### src/rtl/dram_onehot_to_idx.sv
// One-hot to binary index; valid is high only when exactly one input bit is set.
module dram_onehot_to_idx #(
  parameter int WIDTH = 8
) (
  input  logic [WIDTH-1:0]         in_vec,
  output logic [$clog2(WIDTH)-1:0] idx,
  output logic                     valid
);
  localparam int IW = $clog2(WIDTH);

  always_comb begin
    idx = '0;
    for (int i = 0; i < WIDTH; i++) begin
      if (in_vec[i]) idx = idx | IW'(i);
    end
  end

  assign valid = $onehot(in_vec);

endmodule

### config.mk
export PLATFORM = sky130hd
export DESIGN_NAME = dram_onehot_to_idx
export DESIGN_NICKNAME = d
export VERILOG_FILES = /design/src/rtl/dram_onehot_to_idx.sv
export SDC_FILE = /design/constraint.sdc
export NUM_CORES = 1
export LEC_CHECK = 0
export ABC_AREA = 1
export CAP_MARGIN = 5
export CORE_AREA = 2 2 39 41
export DETAILED_ROUTE_END_ITERATION = 10
export DIE_AREA = 0 0 41 43
export GPL_ROUTABILITY_DRIVEN = 0
export MAX_ROUTING_LAYER = met4
export REMOVE_ABC_BUFFERS = 1
export SLEW_MARGIN = 5
export SYNTH_ARGS = -nofsm -noshare
export SYNTH_HDL_FRONTEND = slang
export SYNTH_SLANG_ARGS = --single-unit
### constraint.sdc
create_clock -name vclk -period 5.4
set_clock_uncertainty 0.1 [all_clocks]
set_input_delay 1.08 -clock vclk [all_inputs]
set_output_delay 1.08 -clock vclk [all_outputs]
set_load 0.1 [all_outputs]
==> impl_metrics.env, run 1 <==
export IMPL_die_w_um=41
export IMPL_netlist_area_leader_share_pct=35.4
export IMPL_die_area_sq_um=1760
export IMPL_n_antenna_cell=0
export IMPL_clock_buffers=0
export IMPL_period_needed_ps=5190
export IMPL_grt_overflow_total=0
export IMPL_worst_ep_arrival_time_ps=4010
export IMPL_ant_nets=0
export IMPL_p_total_mw=0.0887
export IMPL_synthTopCellsByCount="inv_1, nand2_1, fa_1"
export IMPL_rsz0062_at_grt="no"
export IMPL_die_height_um=43
export IMPL_critical_path_class="in2out"
export IMPL_finalCritPeriodShare_pct=96.1
export IMPL_final_cell_area_sq_um=402
export IMPL_vias_per_cell=3.55
export IMPL_port_buffers=12
export IMPL_ys_seq_area_share_pct=0
export IMPL_maxCapViolations=0
export IMPL_yosysWarnings=0
export IMPL_yosys_top_cells_area="fa_1, inv_1, ha_1, nand2_1, nand4_1"
export IMPL_yosysMostFrequentCell="inv_1"
export IMPL_hold_ws_ps=3140
export IMPL_slew_viol_final=0
export IMPL_final_seq_area_sq_um=0
export IMPL_synth_area_leader_cell="fa_1"
export IMPL_p_leak_nw=0.220
export IMPL_grt_util_all_layers_pct=6.50
export IMPL_status="finished clean"
export IMPL_dr_pass1_iters=5
export IMPL_wl_per_cell_um=6.35
export IMPL_cellPowerDensity_nw_per_um2=221
export IMPL_slew_limit_headroom_pct=35.7
export IMPL_synthToLayoutAreaGrowth_pct=77.3
export IMPL_slowest_delay_ps=500
export IMPL_synth_area_sq_um=226
export IMPL_cpMaxStageDelayCell="fa_1"
export IMPL_hold_path_class="in2out"
export IMPL_ir_worst_vdd_uv=164
export IMPL_crit_required_ps=4220
export IMPL_crit_top_cell="fa_1"
export IMPL_grt_max_degree=5
export IMPL_startpoint_type="input port"
export IMPL_coreArea_sq_um=1380
export IMPL_critPathMaxFanout=2
export IMPL_drive_gt1_share_pct=18.4
export IMPL_worst_pin_slew_ps=961
export IMPL_io_pins=12
export IMPL_flops_and_latches=0
export IMPL_setup_violations=0
export IMPL_vias=231
export IMPL_tns_ps=0
export IMPL_grt_pass1_vias=220
export IMPL_yosysUniqueCellTypes=8
export IMPL_cp_cell_sequence="dlygate4sd2_1 > inv_2 > fa_1 > fa_1 > fa_1 > inv_1 > ha_2 > inv_1 > fa_1 > nand2_1 > inv_1 > nand2_1 > a21oi_2 > buf_12"
export IMPL_timing_final_hold_violations=0
export IMPL_drtIter0Drc=2
export IMPL_syn_inst=34
export IMPL_nets=66
export IMPL_placed_area_sq_um=392
export IMPL_postSynthAreaPerCell_sq_um=6.66
export IMPL_final_util_pct=29.0
export IMPL_endpoint_kind="output pin"
export IMPL_wirelength_um=413
export IMPL_drcViolationCount=0
export IMPL_antenna_found_initial=0
export IMPL_grt_first_pass_wirelength_um=848
export IMPL_rows=14
export IMPL_cts_hold_buf=0
export IMPL_hpwl_um=383
export IMPL_max_freq_mhz=193
export IMPL_initial_core_util_pct=16.4
-- metal layers --
layer	up-vias	routed length, um	part of all wire [%]	global-route usage [%]
met5	-	0	0	-
met4	0	0	0	0
met3	0	37	9.0	0
met2	7	175	42	9.38
met1	98	199	48	10.7
li1	126	-	-	-
-- cells by family (layout without fill, tap and decap cells) --
logic type | after synthesis | count (layout) | synth area share, %
buffers and inverters | 16 | 31 | 26.5
AND/OR/NAND/NOR | 10 | 10 | 19.3
adder cells (fa/ha/maj) | 7 | 7 | 51.9
AO/OA/AOI/OAI | 1 | 1 | 2.21
-- final cells by class --
| type | instances | area [sq um] |
|---|---|---|
| fillers | 154 | 982 |
| multi-input cells | 18 | 173 |
| repair buffers | 15 | 149 |
| inverters | 16 | 60.1 |
| well taps | 16 | 20.0 |
-- report_power, final --
| part | leakage, nW | internal, mW | total (mW) | switching (mW) |
|---|---|---|---|---|
| logic | 0.220 | 0.0363 | 0.0887 | 0.0525 |
| registers | 0 | 0 | 0 | 0 |
| clock network | 0 | 0 | 0 | 0 |
| total | 0.220 | 0.0363 | 0.0887 | 0.0525 |
-- cells in the final DEF, fill, tap and decap left out, drive strengths merged --
cell type,n
nor2,2
nand4,2
nand3,1
dlygate4sd2,3
fa,4
a21oi,1
clkdlybuf4s50,8
buf,4
nand2,5
ha,3
inv,16
-- final timing paths --
kind	startpoint	end	cells past startpoint	slack [ps]
max	in_vec[3]	valid	14	210
min	in_vec[0]	valid	10	3140
-- stage by stage --
stage	cells	worst slack (ps)
finish	65	209
global route	65	17.8
CTS	65	102
detailed placement	64	-135
global placement	64	-119
floorplan	34	-609
-- what timing repair did --
action / CTS / global route
gates resized for setup: 8 / 0
endpoints found under the setup margin: 1 / 1
buffers inserted: 1 / 0
pin swaps: 3 / 3
-- worst max-delay path: cells and delay by family --
kind	cells	cell delay, ps
adder cells (fa/ha/maj)	5	1980
buffers and inverters	6	680
AO/OA/AOI/OAI	1	150
AND/OR/NAND/NOR	2	100
No activity file was read; power rests on OpenSTA's default activity.
==> run 2: changes to the inputs <==
==> constraint.sdc (replaced) <==
create_clock -name vclk -period 5.4
set_clock_uncertainty 0.1 [all_clocks]
set_input_delay 1.08 -clock vclk [all_inputs]
set_output_delay 1.08 -clock vclk [all_outputs]
set_load 0.01 [all_outputs]
==> impl_metrics.env, run 2 (same netlist as run 1, synthesis figures left out) <==
export IMPL_mostFrequentLayoutCells="inv_1, clkdlybuf4s50_1, nand2_1"
export IMPL_io_pins=12
export IMPL_worst_pin_slew_ps=146
export IMPL_maxCapViolations=0
export IMPL_max_freq_mhz=199
export IMPL_worst_ep_arrival_time_ps=3850
export IMPL_p_leak_nw=0.240
export IMPL_grt_max_degree=5
export IMPL_final_seq_area_sq_um=0
export IMPL_grt_first_pass_wirelength_um=676
export IMPL_rsz0062_at_grt="no"
export IMPL_ir_worst_vdd_uv=47.4
export IMPL_status="finished clean"
export IMPL_hold_path_class="in2out"
export IMPL_final_util_pct=28.5
export IMPL_die_area_sq_um=1760
export IMPL_drcViolationCount=0
export IMPL_critPathMaxFanout=2
export IMPL_endpoint="valid"
export IMPL_placed_area_sq_um=382
export IMPL_drive_gt1_share_pct=18.4
export IMPL_final_cell_area_sq_um=394
export IMPL_port_buffers=12
export IMPL_timing_final_hold_violations=0
export IMPL_vias=233
export IMPL_hpwl_um=382
export IMPL_wirelength_um=421
export IMPL_endpoint_kind="output pin"
export IMPL_n_antenna_cell=0
export IMPL_critical_path_class="in2out"
export IMPL_dp_slack_ps=-351
export IMPL_tns_ps=0
export IMPL_flops_and_latches=0
export IMPL_startpoint_type="input port"
export IMPL_synthToLayoutAreaGrowth_pct=74.0
export IMPL_slew_limit_headroom_pct=90.2
export IMPL_drtIter0Drc=0
export IMPL_setup_violations=0
export IMPL_dp_cells=64
export IMPL_cellPowerDensity_nw_per_um2=139
export IMPL_coreArea_sq_um=1380
export IMPL_clock_buffers=0
export IMPL_vias_per_cell=3.58
export IMPL_grt_pass1_vias=197
export IMPL_slew_viol_final=0
export IMPL_period_needed_ps=5030
export IMPL_nets=66
export IMPL_cp_startpoint="in_vec[3]"
export IMPL_hold_ws_ps=2810
export IMPL_cts_hold_buf=0
export IMPL_worstHoldPathCells=4
export IMPL_fin_cells=65
export IMPL_antenna_found_initial=0
export IMPL_setup_slack_ps=368
export IMPL_grt_util_all_layers_pct=5.15
export IMPL_initial_core_util_pct=16.4
export IMPL_p_total_mw=0.0546
export IMPL_crit_required_ps=4220
export IMPL_die_height_um=43
export IMPL_dr_pass1_iters=1
export IMPL_ant_nets=0
export IMPL_final_common_cell="inv_1"
export IMPL_rows=14
export IMPL_grt_overflow_total=0
export IMPL_wl_per_cell_um=6.48
export IMPL_die_w_um=41
export IMPL_finalCritPeriodShare_pct=93.2
run 2: timing repair:
action,4_1_cts,5_1_grt
pin swaps,0,3
gates resized for setup,4,8
setup endpoints to repair,1,1
buffers inserted,0,1
run 2: cell type report:
type                       count  area, sq um
inverter                      16         60.1
tap                           16         20.0
multi-input combinational     18          169
timing repair buffer          15          145
fill                         155          990
run 2: per-layer routing:
layer	GRT usage, %	part of all wire (%)	vias to the layer above
li1	-	-	125
met1	7.12	46	101
met2	8.75	45	7
met3	0	9.0	0
met4	0	0	0
met5	-	0	-
run 2: power breakdown:
part | internal, mW | switching [mW] | leakage [nW] | total (mW)
sequential | 0 | 0 | 0 | 0
combinational | 0.0280 | 0.0266 | 0.240 | 0.0546
clock | 0 | 0 | 0 | 0
run 2: critical path, stage by stage:
cell and delay, ps:
dlymetal6s2s_1 110, inv_2 50, fa_1 520, fa_1 450, fa_1 480, inv_1 70, ha_2 180, inv_2 40
fa_1 490, nand2_1 50, inv_1 50, nand2_1 40, a21oi_1 100, buf_2 140
run 2: how the worst min path moves through the flow:
stage                          from      to  slack [ps]
after floorplan           in_vec[2]  idx[1]        2180
after CTS                 in_vec[2]   valid        3070
final                     in_vec[3]  idx[1]        2810
after global placement    in_vec[3]  idx[1]        3120
after detailed placement  in_vec[3]  idx[1]        3120
after global routing      in_vec[3]  idx[0]        2850
